## config.mk

```make
export PLATFORM = sky130hd
export DESIGN_NAME = grid_renderer
export DESIGN_NICKNAME = d
export VERILOG_FILES = /design/src/rtl/grid_pkg.sv /design/src/rtl/grid_renderer_axis_tracker.sv /design/src/rtl/grid_renderer.sv
export SDC_FILE = /design/constraint.sdc
export NUM_CORES = 2
export LEC_CHECK = 0
export CAP_MARGIN = 0
export CORE_MARGIN = 2
export CORE_UTILIZATION = 49
export CTS_CLUSTER_DIAMETER = 30
export DETAILED_ROUTE_END_ITERATION = 8
export PLACE_DENSITY = 0.74
export SKIP_CTS_REPAIR_TIMING = 1
export SLEW_MARGIN = 20
export SYNTH_ARGS = -nofsm -noshare
export SYNTH_HDL_FRONTEND = slang
export SYNTH_SLANG_ARGS = --single-unit
```

## constraint.sdc

```tcl
create_clock -name clk -period 5.6 [get_ports clk]
set_input_delay 0.84 -clock clk [delete_from_list [all_inputs] [get_ports clk]]
set_output_delay 0.84 -clock clk [all_outputs]
set_load 0.05 [all_outputs]
```

## src/rtl/grid_pkg.sv

```systemverilog
// rtl/grid_pkg.sv - shared colours, palette and geometry helpers for the grid renderer
package grid_pkg;

    localparam logic [11:0] EMPTY_COLOR = 12'h111;
    localparam logic [11:0] GRID_COLOR  = 12'h222;
    localparam logic [11:0] FLASH_COLOR = 12'hFFF;

    localparam int PAL_BITS  = 3;
    localparam int PALETTE_N = 2 ** PAL_BITS;

    localparam logic [11:0] PALETTE [0:PALETTE_N-1] = '{
        12'h000, 12'hF00, 12'h0F0, 12'h00F,
        12'hFF0, 12'hF0F, 12'h0FF, 12'hF80
    };

    function automatic int pitch_w(input int block_size, input int gap);
        return $clog2(block_size + gap);
    endfunction

    // Wider cell indices alias onto the low palette bits.
    function automatic logic [11:0] palette_color(input int idx);
        logic [PAL_BITS-1:0] i;
        i = idx[PAL_BITS-1:0];
        return PALETTE[i];
    endfunction

endpackage

```

## src/rtl/grid_renderer_axis_tracker.sv

```systemverilog
// rtl/grid_renderer_axis_tracker.sv - incremental cell index/offset tracker along one screen axis
module axis_tracker
    import grid_pkg::*;
#(
    parameter int COUNT      = 20,
    parameter int BLOCK_SIZE = 17,
    parameter int GAP        = 4,
    parameter int IDX_W      = $clog2(COUNT + 1),
    parameter int OFF_W      = pitch_w(BLOCK_SIZE, GAP)
) (
    input  logic             clk,
    input  logic             rst,
    input  logic             start_i,
    input  logic             step_i,
    input  logic             clear_i,
    output logic [IDX_W-1:0] idx_o,
    output logic [OFF_W-1:0] off_o,
    output logic             act_o
);

    localparam int PITCH = BLOCK_SIZE + GAP;

    logic [IDX_W-1:0] idx_q, idx_d;
    logic [OFF_W-1:0] off_q, off_d;
    logic             act_q, act_d;

    always_comb begin
        idx_d = idx_q;
        off_d = off_q;
        act_d = act_q;
        if (start_i) begin
            act_d = 1'b1;
            idx_d = '0;
            off_d = '0;
        end else if (clear_i) begin
            act_d = 1'b0;
        end else if (step_i && act_q) begin
            if (off_q == OFF_W'(PITCH - 1)) begin
                off_d = '0;
                idx_d = idx_q + 1'b1;
                // Stepping past the last cell (trailing gap included) ends the run.
                if (idx_q == IDX_W'(COUNT - 1))
                    act_d = 1'b0;
            end else begin
                off_d = off_q + 1'b1;
            end
        end
    end

    always_ff @(posedge clk) begin
        if (rst) begin
            idx_q <= '0;
            off_q <= '0;
            act_q <= 1'b0;
        end else begin
            idx_q <= idx_d;
            off_q <= off_d;
            act_q <= act_d;
        end
    end

    assign idx_o = idx_q;
    assign off_o = off_q;
    assign act_o = act_q;

endmodule

```

## src/rtl/grid_renderer.sv

```systemverilog
// rtl/grid_renderer.sv - ROWS x COLS playfield renderer driven by the VGA beam counters
module grid_renderer
    import grid_pkg::*;
#(
    parameter int ROWS         = 20,
    parameter int COLS         = 12,
    parameter int CELL_BITS    = 3,
    parameter int COL_START    = 340,
    parameter int ROW_START    = 67,
    parameter int BLOCK_SIZE   = 17,
    parameter int GAP          = 4,
    parameter int FLASH_FRAMES = 15
) (
    input  logic                          clk,
    input  logic                          rst,
    input  logic [9:0]                    counter_x,
    input  logic [9:0]                    counter_y,
    input  logic [ROWS*COLS*CELL_BITS-1:0] data,
    input  logic [ROWS-1:0]               row_flash,
    input  logic                          grid_lines_en,
    output logic [3:0]                    r_red,
    output logic [3:0]                    r_green,
    output logic [3:0]                    r_blue,
    output logic                          in_grid
);

    localparam int DATA_W = ROWS * COLS * CELL_BITS;
    localparam int SEL_W  = (DATA_W > 1) ? $clog2(DATA_W) : 1;
    localparam int RSEL_W = (ROWS > 1) ? $clog2(ROWS) : 1;
    localparam int RIDX_W = $clog2(ROWS + 1);
    localparam int CIDX_W = $clog2(COLS + 1);
    localparam int OFF_W  = pitch_w(BLOCK_SIZE, GAP);
    localparam int FC_W   = (FLASH_FRAMES > 1) ? $clog2(FLASH_FRAMES) : 1;

    logic frame_start;
    assign frame_start = (counter_x == 10'd0) && (counter_y == 10'd0);

    logic [DATA_W-1:0] data_q;
    logic [ROWS-1:0]   row_flash_q;
    logic [FC_W-1:0]   flash_cnt_q;
    logic              flash_phase_q;

    // Cell data and flash mask are sampled once per frame so a frame never tears.
    always_ff @(posedge clk) begin
        if (rst) begin
            data_q        <= '0;
            row_flash_q   <= '0;
            flash_cnt_q   <= '0;
            flash_phase_q <= 1'b0;
        end else if (frame_start) begin
            data_q      <= data;
            row_flash_q <= row_flash;
            if (flash_cnt_q == FC_W'(FLASH_FRAMES - 1)) begin
                flash_cnt_q   <= '0;
                flash_phase_q <= ~flash_phase_q;
            end else begin
                flash_cnt_q <= flash_cnt_q + 1'b1;
            end
        end
    end

    logic [RIDX_W-1:0] row_idx;
    logic [OFF_W-1:0]  row_off;
    logic              row_act;
    logic [CIDX_W-1:0] col_idx;
    logic [OFF_W-1:0]  col_off;
    logic              col_act;

    axis_tracker #(.COUNT(ROWS), .BLOCK_SIZE(BLOCK_SIZE), .GAP(GAP)) u_row (
        .clk     (clk),
        .rst     (rst),
        .start_i ((counter_x == 10'd0) && (counter_y == 10'(ROW_START))),
        .step_i  (counter_x == 10'd0),
        .clear_i (1'b0),
        .idx_o   (row_idx),
        .off_o   (row_off),
        .act_o   (row_act)
    );

    // Start outranks the line-start clear when COL_START is 0.
    axis_tracker #(.COUNT(COLS), .BLOCK_SIZE(BLOCK_SIZE), .GAP(GAP)) u_col (
        .clk     (clk),
        .rst     (rst),
        .start_i (counter_x == 10'(COL_START)),
        .step_i  (1'b1),
        .clear_i (counter_x == 10'd0),
        .idx_o   (col_idx),
        .off_o   (col_off),
        .act_o   (col_act)
    );

    logic                 active, in_cell, trailing, gap_px, flash_px;
    logic [SEL_W-1:0]     cell_base;
    logic [RSEL_W-1:0]    row_sel;
    logic [CELL_BITS-1:0] cell_idx;
    logic [11:0]          color_d, color_q;
    logic                 in_grid_d, in_grid_q;

    always_comb begin
        active    = row_act && col_act;
        in_cell   = (row_off < OFF_W'(BLOCK_SIZE)) && (col_off < OFF_W'(BLOCK_SIZE));
        trailing  = ((col_off >= OFF_W'(BLOCK_SIZE)) && (col_idx == CIDX_W'(COLS - 1))) ||
                    ((row_off >= OFF_W'(BLOCK_SIZE)) && (row_idx == RIDX_W'(ROWS - 1)));
        gap_px    = !in_cell && !trailing;
        cell_base = SEL_W'((int'(row_idx) * COLS + int'(col_idx)) * CELL_BITS);
        row_sel   = RSEL_W'(row_idx);
        cell_idx  = data_q[cell_base +: CELL_BITS];
        flash_px  = row_flash_q[row_sel] && flash_phase_q;
        color_d   = 12'h000;
        in_grid_d = 1'b0;
        if (active && in_cell) begin
            in_grid_d = 1'b1;
            if (flash_px)
                color_d = FLASH_COLOR;
            else if (cell_idx != '0)
                color_d = palette_color(int'(cell_idx));
            else
                color_d = EMPTY_COLOR;
        end else if (active && gap_px) begin
            in_grid_d = 1'b1;
            if (grid_lines_en)
                color_d = GRID_COLOR;
        end
    end

    always_ff @(posedge clk) begin
        if (rst) begin
            color_q   <= 12'h000;
            in_grid_q <= 1'b0;
        end else begin
            color_q   <= color_d;
            in_grid_q <= in_grid_d;
        end
    end

    assign r_red   = color_q[11:8];
    assign r_green = color_q[7:4];
    assign r_blue  = color_q[3:0];
    assign in_grid = in_grid_q;

endmodule
```

==> impl_metrics.csv <==
group,metric,value,unit
run_status,outcome,"finished, final reports clean",
run,drv_cap,0,
grt,grt_pass1_vias,42100,
worst_setup_path,worst_ep_arrival_time,6150,ps
floorplan,dieHeight,309,µm
place,place_worst_setup_slack,103,ps
synthesis,synth-main-ff-cell,"dfxtp_1",
place,io_buffers,775,
grt,grt_pass1_wl,257000,µm
sta,setup_ws,159,ps
worst_setup_path,r2r_cells,15,
synthesis,syn_avg_cell_area,9.12,µm²
synthesis,synthArstFlopShare,0,
cells_and_area,final-seq-area,15600,µm²
sta,whs,456,ps
cts,cts-buffers-inserted,169,
synthesis,synth_cells,5010,
synthesis,yosys_warnings,0,
cts,clock_sinks,777,
synthesis,synth-edff-count,0,
grt,antenna_found_initial,13,
floorplan,die_area,95700,µm²
place,place_congestion,0.968,
min_path,hold_path_class,"register to register",
sta,setup_tns,0,ps
synthesis,syn-num-nets,5805,
worst_setup_path,path_cells,"ha_1 > fa_4 > buf_6 > mux4_2 > mux4_2 > o21ai_0 > a2111oi_0 > a31oi_1 > o211ai_1 > o2111ai_2 > o211ai_4 > inv_1 > fa_1 > a21oi_1 > nand2b_1",
sta,finalHoldViolCount,0,
floorplan,fp-row-count,112,
route,drcViolationCount,0,
sta,fin_crit_sh,0.972,
worst_setup_path,cp.required,6310,ps
grt,grt_use_total,0.356,
power,p_leak,19.1,nW
route,wire_per_inst,24.7,µm
grt,grt_overflow_total,0,
synthesis,synth_cell_type_count,88,
synthesis,yosysSeqAreaShare,0.340,
route,ant_nets,0,
sta,fmax,184,MHz
min_path,hold_path_depth,2,
worst_setup_path,startpoint_type,"register",
sta,maxSlewHeadroom,0.307,
cts,cts_tree,"built",
worst_setup_path,end_kind,"register",
route,drt_iter0_drc,4831,
route,wl,174000,µm
place,hpwl,129000,µm
cells_and_area,syn_to_final_growth,32.4,%
worst_setup_path,path_buf_inv,2,
sta,finalCriticalPeriod,5440,ps
cts,cts_root_buf,"clkbuf_16",
cells_and_area,final_layout_size_suffix_gt1_frac,0.170,
power,peakVddDrop,0.252,mV
worst_setup_path,cp.depth,15,
route,vias,43700,
cells_and_area,layout.nets,6434,
worst_setup_path,crit_top_cell,"mux4_2",
cts,clk_path_buf_depth,3,
cells_and_area,n_fill_cell,7413,
min_path,min-delay-start,"row_flash_q[11]",
cts,clk_latency,780,ps
sta,drv_slew,0,
cells_and_area,multi_input_area,28000,µm²
worst_setup_path,worstReg2RegStart,"u_col.idx_o[2]",
route,vias_per_cell,6.21,
worst_setup_path,critPathKind,"register to register",
worst_setup_path,critPathMaxStageDelay,1270,ps
sta,setup_viol,0,
power,powerDensity,274,nW/µm²
worst_setup_path,slowest_stage,"fa_4",
floorplan,start_util,0.492,
grt,grt_max_degree,209,
worst_setup_path,crit_start,"u_col.idx_o[2]",
worst_setup_path,crit_fanout,37,
cts,clk_pin_slew_worst_paths,50,ps
floorplan,ios,776,
worst_setup_path,cp_top_family,"adder cells",
route,drt_first_pass_iters,6,
sta,skew,51.3,ps
synthesis,synthesis.area,45700,µm²
synthesis,ys_ff_latch,777,
sta,rsz0062_at_grt,"false",
cts,cts_max_level,4,
floorplan,die_w,309,µm
floorplan,coreArea,92900,µm²
sta,tightest_slew,1040,ps
## cells by family after synthesis
group,share of synthesized area
buffers and inverters,0.0502
and+or+nand+nor,0.167
xor gates and xnor gates,0.00608
DFF,0.340
AOI/OAI and AO/OA,0.133
adders and majority gates,0.00958
muxes,0.294
## metal layers
metal  track usage  routed length [µm]
met1         0.442               64900
met2         0.576               82300
met3        0.0770               16100
met4         0.206               10500
met5             0                 138
## sequential cells by signal (all words and copies together), names as in the netlist
register and cells:
data_q 720, u_row.off_o 5, u_col.act_o 1, u_row.idx_o 5, flash_phase_q 1, flash_cnt_q 4, u_row.act_o 1, u_col.idx_o 4
in_grid 1, u_col.off_o 5, color_q 10, row_flash_q 20
## worst paths after layout
check	endpoint	slack [ps]
max reg2reg	color_q[9]	160
min	row_flash_q[11]	460
min reg2reg	row_flash_q[11]	460
max	color_q[9]	160
## layout make-up
| cell class | instances | area share |
|---|---|---|
| multi-input combinational | 3753 | 0.463 |
| sequential | 777 | 0.257 |
| timing repair buffer | 917 | 0.153 |
| clock buffer | 206 | 0.0757 |
| tap | 1254 | 0.0259 |
| clock inverter | 109 | 0.0237 |
| inverter | 21 | 0.00132 |
| antenna | 3 | 0.000124 |
## cells in the mapped netlist, types with 6 or more instances
cell       instances  share of area
nand2_1         1676           0.14
a21oi_1          798          0.087
dfxtp_1          777           0.34
mux4_2           504           0.25
clkbuf_1         308          0.025
mux2i_1          178          0.039
nand3_1           81         0.0089
buf_2             74         0.0081
nor2_1            64         0.0053
o21ai_0           37         0.0041
a221oi_1          36         0.0069
buf_4             35         0.0058
ha_1              27         0.0074
a31oi_1           26         0.0036
a22oi_1           25         0.0041
buf_6             24         0.0059
a211oi_1          20         0.0033
inv_1             19         0.0016
nor3_1            19         0.0021
xnor2_1           18         0.0035
a311oi_1          14         0.0027
nand4_1           14         0.0019
a2111oi_0         12         0.0023
buf_1             12        0.00099
o2111ai_1         12         0.0023
o211ai_1          12         0.0020
and3_1            11         0.0015
nand2b_1          11         0.0015
and2_1            10         0.0014
xor2_1            10         0.0019
nor2b_1            9         0.0012
o221ai_1           9         0.0017
mux4_1             8         0.0046
nor4_1             7        0.00096
o21ai_1            7        0.00077
o22ai_1            7        0.00096
mux2_2             6         0.0015
nand3b_1           6        0.00099
## tightest hold or removal path, cell delays in order, from the launching register on
cell and delay (ps):
dfxtp_1 300, nand2_1 50, a21oi_1 50
## stage by stage
stage,power [W],cells,utilization,area [µm²]
finish,0.0166,7040,0.651,60500
global route,0.0170,7038,0.651,60500
CTS,0.0166,7037,0.651,60500
detailed placement,0.00632,6722,0.586,54400
global placement,0.00632,6722,0.586,54400
floorplan,0.00573,5010,-,45700
## placed cells by master, fill, tap and decap left out, types with 9 or more instances in the layout
cell	netlist	routed
buf_12	4	36
a211oi_1	20	19
xor2_1	10	10
mux2i_1	178	178
nand2b_1	11	11
clkbuf_1	308	20
a2111oi_0	12	11
a22oi_1	25	24
mux4_2	504	504
ha_1	27	25
buf_4	35	105
o2111ai_1	12	12
and3_1	11	11
a31oi_1	26	26
clkinv_2	0	29
nand4_1	14	14
clkdlybuf4s50_1	0	774
inv_1	19	19
xnor2_1	18	18
a221oi_1	36	36
a311oi_1	14	13
o211ai_1	12	12
clkinvlp_4	0	18
dfxtp_1	777	776
inv_6	0	21
nand2_1	1676	1673
o221ai_1	9	9
nor2_1	64	59
nor3_1	19	19
clkinv_4	0	11
clkbuf_16	0	173
a21oi_1	798	797
nand3_1	81	81
o21ai_0	37	37
clkbuf_8	0	13
bufinv_16	0	21
## report_power, final
| part | leakage, nW | switching [W] | internal (W) |
|---|---|---|---|
| Combinational | 9.98 | 0.000201 | 0.000477 |
| Clock | 2.90 | 0.00349 | 0.00686 |
| Sequential | 6.25 | 0.0000000319 | 0.00554 |
| Total | 19.1 | 0.00369 | 0.0129 |
No activity file was read; power rests on OpenSTA's default activity.
